==> src/rtl/narrowing_saturator.sv <==
// narrowing_saturator
// Two-stage return path of the double-width adder: rounds a 2W-bit value with
// 2F fractional bits down to F fractional bits (S1), then clamps it to the
// W-bit signed range (S2). Valid/ready on both sides; clamps are flagged per
// sample and counted in a sticky 8-bit counter.
// Build option: define ROUND_NEAREST_EN for round-half-up; otherwise the
// narrowing truncates (floor toward -inf).
// W defaults to 16, matching the project-wide single-word width N.

module narrowing_saturator #(
    parameter int W = 16,
    parameter int F = 8
) (
    input  logic             clk,
    input  logic             reset,
    input  logic [2*W-1:0]   in_data,
    input  logic             in_valid,
    output logic             in_ready,
    output logic [W-1:0]     out_data,
    output logic             out_valid,
    input  logic             out_ready,
    output logic             out_sat,
    output logic [7:0]       sat_count,
    input  logic             sat_clear
);

    // width of the rounded value: sign-extended input minus the dropped bits
    localparam int SW = 2*W + 1 - F;

`ifdef ROUND_NEAREST_EN
    localparam logic [2*W:0] RND = (2*W+1)'(1) << (F-1);
`else
    localparam logic [2*W:0] RND = '0;
`endif

    localparam logic [W-1:0] SAT_POS = {1'b0, {(W-1){1'b1}}};
    localparam logic [W-1:0] SAT_NEG = {1'b1, {(W-1){1'b0}}};

    logic            advance;
    logic [2*W:0]    s1_sum;
    logic [SW-1:0]   s1_data;
    logic            s1_valid;
    logic [SW-W:0]   s1_high;
    logic            s1_fits;
    logic [W-1:0]    sat_data;
    logic            sat_flag;
    logic            unused_round_bits;

    // whole pipeline moves together whenever the output register is free
    assign advance  = !out_valid || out_ready;
    // during reset the stages are being flushed, so input is "taken" and dropped
    assign in_ready = advance || reset;

    // S1 datapath: sign-extend, add rounding constant, drop F bits
    always_comb begin
        s1_sum = {in_data[2*W-1], in_data} + RND;
    end

    // fractional bits below the new LSB only matter through the carry
    assign unused_round_bits = ^s1_sum[F-1:0];

    // S2 datapath: value fits iff all bits above the W-bit sign agree with it
    always_comb begin
        s1_high  = s1_data[SW-1:W-1];
        s1_fits  = (s1_high == '0) || (s1_high == '1);
        sat_data = s1_data[W-1:0];
        sat_flag = 1'b0;
        if (!s1_fits) begin
            sat_flag = 1'b1;
            sat_data = s1_data[SW-1] ? SAT_NEG : SAT_POS;
        end
    end

    // S1 register: capture the rounded value or become empty
    always_ff @(posedge clk) begin
        if (reset) begin
            s1_data  <= '0;
            s1_valid <= 1'b0;
        end else if (advance) begin
            s1_data  <= s1_sum[2*W:F];
            s1_valid <= in_valid;
        end
    end

    // S2 register: saturated result drives the outputs, held while stalled
    always_ff @(posedge clk) begin
        if (reset) begin
            out_data  <= '0;
            out_valid <= 1'b0;
            out_sat   <= 1'b0;
        end else if (advance) begin
            out_data  <= sat_data;
            out_valid <= s1_valid;
            out_sat   <= s1_valid && sat_flag;
        end
    end

    // sticky clamp counter; clear beats a simultaneous increment
    always_ff @(posedge clk) begin
        if (reset || sat_clear) begin
            sat_count <= '0;
        end else if (advance && s1_valid && sat_flag && (sat_count != 8'hFF)) begin
            sat_count <= sat_count + 8'd1;
        end
    end

endmodule
==> config.mk <==
export PLATFORM = sky130hd
export DESIGN_NAME = narrowing_saturator
export DESIGN_NICKNAME = d
export VERILOG_FILES = /design/src/rtl/narrowing_saturator.sv
export SDC_FILE = /design/constraint.sdc
export NUM_CORES = 1
export LEC_CHECK = 0
export CAP_MARGIN = 30
export CORE_MARGIN = 1.5
export CORE_UTILIZATION = 40
export CTS_CLUSTER_DIAMETER = 40
export DETAILED_ROUTE_END_ITERATION = 12
export GPL_TIMING_DRIVEN = 0
export PLACE_DENSITY = 0.77
export SLEW_MARGIN = 30
export SYNTH_ARGS = -nofsm -noshare
export SYNTH_HDL_FRONTEND = slang
export SYNTH_SLANG_ARGS = --single-unit
export TNS_END_PERCENT = 10
==> constraint.sdc <==
create_clock -name clk -period 2.4 [get_ports clk]
set_clock_uncertainty 0.2 [all_clocks]
set_input_delay 0.72 -clock clk [delete_from_list [all_inputs] [get_ports clk]]
set_output_delay 0.72 -clock clk [all_outputs]
set_load 0.01 [all_outputs]
**Word-level counts from Yosys, hierarchy flattened**

Index checks and enable logic that the tools add are counted.

- Register bits: 51
- Input port bits: 37
- Output and inout bits: 27
- Logic and storage cells: 22

- Add/sub/neg operators: 1
- Equal/unequal tests: 2
- Multiplexer cells: 3
- Reduce and logical (&&, ||, !) cells: 10

Operator list:

| kind | count |
|---|---|
| $mux 16 | 2 |
| $eq 10x10->1 const B | 1 |
| $logic_not 10->1 | 1 |
| $add 8x1->8 const B | 1 |
| $ne 8x8->1 const B | 1 |
| $logic_and 1x1->1 | 4 |
| $logic_or 1x1->1 | 4 |
| $logic_not 1->1 | 1 |
| $mux 1 | 1 |

**Longest topological paths before layout**

- Depth after elaboration: 5
- Gate-level depth with buffers: 7
- Depth with buffers taken out: 6

**Worst setup path before layout**

OpenSTA, ideal clock, no wires.

- Path type: in2out
- From: in out_ready
- To: out in_ready
- Arrival time: 1.321 ns
- Data required time: 1.480 ns
- Slack: 0.159 ns
- Stages: 3
- Buffers on the path: 1
- Cells stage by stage: nor2b_1 -> clkbuf_1 -> nand2b_1

- Word-level cells in the longest chain between the ends: 2

Ends and longest elaborated chain:

| what | RTL line | source |
|---|---|---|
| start, declared | 21 | `input logic out_ready,` |
| $logic_or 1x1->1 | 50 | `assign advance = !out_valid \|\| out_ready;` |
| $logic_or 1x1->1 | 52 | `assign in_ready = advance \|\| reset;` |
| end, declared | 18 | `output logic in_ready,` |

No other way between the ends.

**Worst setup path after layout**

Ends and elaborated chain as after synthesis.

==> results_tabular.tex <==
\begin{tabular}{lr}
\hline
Metric & Value \\
\hline
\multicolumn{2}{l}{\textbf{Run status}} \\
\quad Outcome & complete, no violations \\
\multicolumn{2}{l}{\textbf{Timing}} \\
\quad RSZ-0062 raised after global routing & no \\
\quad Worst Max-Slew Pin Slew & 0.474 ns \\
\quad Fmax & roughly 0.43 GHz \\
\quad Final hold violation count & 0 \\
\quad Number of pins exceeding their max-slew limit in the final report & 0 \\
\quad Final period demand of the worst path & 2.30 ns \\
\quad Headroom to the max-slew limit & 68.3\% \\
\quad Share of the clock period used by the worst path after layout & about 96\% \\
\quad Final Setup Violations & 0 \\
\multicolumn{2}{l}{\textbf{Critical path}} \\
\quad Family with the most delay on the worst path & buffers and inverters \\
\quad Worst R2R Setup Slack & 0.44 ns \\
\quad Worst path slowest cell & sky130\_fd\_sc\_hd\_\_clkdlybuf4s15\_1 \\
\quad Path depth of the worst reg2reg path & 6 \\
\quad Max Fanout on Critical Path & 2 \\
\quad Launching point of the worst reg2reg path & s1\_data[19]\$\_SDFFE\_PP0P\_ \\
\quad Count of buffering cells on the critical path with inverters included & 3 \\
\quad Critical Path Sink Type & primary output \\
\quad Worst Path Arrival & between 1 and 1.5 ns \\
\quad Slowest Stage Delay on Critical Path & 0.21 ns \\
\quad Worst EP required & approximately 1.5 ns \\
\quad Sort of element at the start of the critical path & input port \\
\quad Category of the critical setup timing path & input port to primary output \\
\quad CP cell instances & clkdlybuf4s15\_1, nor2b\_4, clkbuf\_8, nand2b\_1, buf\_2 \\
\quad R2R Path End & out\_data[5]\$\_SDFFE\_PP0P\_ \\
\quad Cell count along the critical path & 5 \\
\multicolumn{2}{l}{\textbf{Clocking}} \\
\quad Bufs on Longest Clock Path & 2 \\
\quad Clock sink count & 51 \\
\quad Number of buffers created by CTS & 5 \\
\quad Register clock-pin slew on the reported worst setup and hold paths & around 0.090 ns \\
\quad Source-to-sink clock delay at the later pin of the worst-skew pair & around 0.3 ns \\
\quad CTS HTree Levels & 2 \\
\quad Number of hold buffers added after CTS & 0 \\
\quad Clock tree from TritonCTS & yes \\
\quad Clock root buffer & sky130\_fd\_sc\_hd\_\_clkbuf\_8 \\
\multicolumn{2}{l}{\textbf{Place}} \\
\quad Port Buffer Count & 54 \\
\quad Placed cell areas & 2650 um\^{}2 \\
\quad Gp weighted congestion & 0.839 \\
\quad Post-placement cell count & 371 \\
\quad Half-perimeter wire length after detailed placement & 3330 um \\
\multicolumn{2}{l}{\textbf{Floorplan}} \\
\quad Chip Height & 74.2 um \\
\quad Starting density of the core & a little over two fifths \\
\quad Boundary Pins & 64 \\
\quad Placeable core area & 4820 um\^{}2 \\
\quad Chip Width & between 70 and 80 um \\
\quad Number of cell rows & 25 \\
\quad Area enclosed by the die boundary & 5510 um\^{}2 \\
\multicolumn{2}{l}{\textbf{Layout}} \\
\quad Area of all sequential standard cells & 1020 um\^{}2 \\
\quad Finished Layout Cells & approximately 380 \\
\quad Number of diodes & 0 \\
\quad Area of combinational cells with multiple inputs & 927 um\^{}2 \\
\quad Area Overhead vs Synth & 36.5\% \\
\quad Fillcell total & 459 \\
\quad Net total in the final layout & 351 \\
\quad Final design area excluding fillers & 2770 um\^{}2 \\
\quad Share of cells above drive strength 1 & 8.92\% \\
\multicolumn{2}{l}{\textbf{Flow run}} \\
\quad Maximum Capacitance Violations & 0 \\
\multicolumn{2}{l}{\textbf{Synthesis}} \\
\quad Biggest area consumer among synthesized cells & sky130\_fd\_sc\_hd\_\_dfxtp\_1 \\
\quad Most used standard cell by instance count after synthesis & sky130\_fd\_sc\_hd\_\_nand2\_1 \\
\quad Top cell types by occurrence after synthesis & sky130\_fd\_sc\_hd\_\_nand2\_1 (60), sky130\_fd\_sc\_hd\_\_dfxtp\_1 (51), sky130\_fd\_sc\_hd\_\_a21oi\_1 (43), sky130\_fd\_sc\_hd\_\_nor2\_1 (27) \\
\quad Top-area cell type share of the netlist area & 50.3\% \\
\quad Syn Area/Cell & around 8.1 um\^{}2 \\
\quad Proportion of synthesized chip area in sequential cells & 50.3\% \\
\quad Gate Count Post-Synth & between 200 and 300 \\
\quad Cell Area, Synth & 2030 um\^{}2 \\
\quad Number of flops mapped to enable cells by yosys & 0 \\
\quad Yosys warning total & 0 \\
\quad Number of nets produced by synthesis & $\sim$290 \\
\quad Predominant post-synthesis flop cell & sky130\_fd\_sc\_hd\_\_dfxtp\_1 \\
\quad Ys async rst share & 0\% \\
\quad Register bit count reported by yosys & 51 \\
\quad Unique cell type count in the Yosys netlist & 38 \\
\quad Largest cells by area after synthesis & sky130\_fd\_sc\_hd\_\_dfxtp\_1 (50\%), sky130\_fd\_sc\_hd\_\_nand2\_1 (11\%), sky130\_fd\_sc\_hd\_\_a21oi\_1 (11\%) \\
\multicolumn{2}{l}{\textbf{Global route}} \\
\quad Congestion Overflow GR & 0 \\
\quad GR Layer Usage met3 & 3.66\% \\
\quad Most crowded layer after global routing & met2 \\
\quad Global-route track usage on met1 & 23.7\% \\
\quad Antenna violations before repair & 0 \\
\quad Largest net degree at the start of global routing & 17 \\
\quad Number of global-route vias before repair & 1679 \\
\quad Global-route wire length before repair & about 7400 um \\
\quad Met2 track demand over resource in global routing & 27.4\% \\
\quad Overall routing resource usage & 17.4\% \\
\multicolumn{2}{l}{\textbf{Pwr}} \\
\quad Max rail drop VDD & $\sim$0.38 mV \\
\quad Cell leakage power & approximately 1.1 nW \\
\quad Total power per unit cell area & 606 nW/um\^{}2 \\
\multicolumn{2}{l}{\textbf{Route}} \\
\quad Final routed wire length divided by cell count & between 10 and 15 um \\
\quad Ratio of routed vias to standard cells & about 5.0 \\
\quad DRT Wirelength & $\sim$4600 um \\
\quad Antenna-violating nets left & 0 \\
\quad Number of remaining DRC errors & 0 \\
\quad Number of DRC markers in iteration 0 & 128 \\
\quad Count of TritonRoute iterations in the first routing pass & 4 \\
\quad Number of vias after detailed routing & 1898 \\
\multicolumn{2}{l}{\textbf{Hold path}} \\
\quad Startpoint of the most critical hold path & s1\_data[2]\$\_SDFFE\_PP0P\_ \\
\quad Hold Path Sink & s1\_data[2]\$\_SDFFE\_PP0P\_ \\
\quad Class of the worst hold path & flip-flop to flip-flop \\
\quad Number of stages on the worst hold path & 2 \\
\hline
\end{tabular}
report_power, final:
group | total (mW) | internal [mW] | switching [mW] | leakage [nW]
Clock | 0.479 | 0.203 | 0.276 | 0.0402
Sequential | 0.936 | 0.902 | 0.0341 | 0.423
Combinational | 0.262 | 0.144 | 0.118 | 0.618
Total | 1.68 | 1.25 | 0.428 | 1.08
tightest hold or removal path, cell delays in order, from the launching register on:
cell and delay [ns]:
sky130_fd_sc_hd__dfxtp_1 0.32, sky130_fd_sc_hd__nand2_1 0.05, sky130_fd_sc_hd__a21oi_1 0.05
routing by layer:
metal / wire length (um) / vias to the layer above / part of all wire (%)
li1: - / 980 / -
met4: 40 / 0 / 0.87
met1: 2180 / 860 / 47
met2: 2170 / 54 / 47
met3: 215 / 4 / 4.7
met5: 0 / - / 0
sequential cells by signal, summed over array words and instances, names as in the netlist:
signal and flops:
out_data 16, sat_count 8, out_sat 1, out_valid 1, s1_valid 1, s1_data 24
layout by cell type (no fill, tap or decap), types with 2 or more instances in the layout:
cell type,synthesis,final
sky130_fd_sc_hd__buf_4,0,2
sky130_fd_sc_hd__a21oi_1,43,43
sky130_fd_sc_hd__clkbuf_1,14,13
sky130_fd_sc_hd__or4_4,2,2
sky130_fd_sc_hd__buf_2,1,2
sky130_fd_sc_hd__a211oi_1,2,2
sky130_fd_sc_hd__nand4_1,3,3
sky130_fd_sc_hd__nor2_1,27,27
sky130_fd_sc_hd__nand2b_1,2,2
sky130_fd_sc_hd__dfxtp_1,51,51
sky130_fd_sc_hd__clkinvlp_4,0,2
sky130_fd_sc_hd__a31oi_1,2,2
sky130_fd_sc_hd__nor3_1,14,14
sky130_fd_sc_hd__o2111ai_1,2,2
sky130_fd_sc_hd__or2_2,2,2
sky130_fd_sc_hd__clkdlybuf4s50_1,0,52
sky130_fd_sc_hd__nand3_1,2,2
sky130_fd_sc_hd__nand2_1,60,60
sky130_fd_sc_hd__clkbuf_8,0,6
stage by stage:
stage          setup WS (ns)  setup TNS, ns  hold slack (ns)  util, %  total power [mW]
6_report              0.0982              0            0.255     57.5              1.68
5_1_grt               0.0385              0            0.274     57.5              1.76
4_1_cts               0.0490              0            0.258     57.5              1.70
3_5_place_dp          -0.916          -7.69            0.247     55.1              1.21
3_3_place_gp          -0.901          -6.54            0.239     55.1              1.21
2_1_floorplan          0.159              0            0.232        -              1.08
cell type report:
type	instances	area share, %
Sequential cell	51	36.9
Multi-Input combinational cell	181	33.5
Timing Repair Buffer	56	19.9
Buffer	17	3.39
Tap cell	67	3.03
Clock buffer	5	2.49
Clock inverter	3	0.723
Inverter	1	0.136
kinds of logic (layout without fill, tap and decap cells):
logic type / count (synthesis) / in the layout / share of synthesized area, %
AOI/OAI and AO/OA: 59 / 59 / 17.7
and+or+nand+nor: 118 / 118 / 25.4
xor gates and xnor gates: 1 / 1 / 0.432
adders and majority gates: 1 / 1 / 0.617
DFF: 51 / 51 / 50.3
muxes: 2 / 2 / 1.23
buffers and inverters: 18 / 82 / 4.32
worst max-delay path by stage:
stage	start	end	slack, ns
floorplan	out_ready	in_ready	0.16
global placement	out_ready	in_ready	-0.90
detailed placement	out_ready	in_ready	-0.92
CTS	out_ready	in_ready	0.05
global route	out_ready	in_ready	0.04
finish	out_ready	in_ready	0.1
repair_timing:
| item | in CTS | in global routing |
|---|---|---|
| cloned | 0 | 0 |
| buffers inserted | 2 | 0 |
| gates resized for setup | 10 | 1 |
| setup endpoints to repair | 1 | 1 |
(Power assumes the default switching activity.)
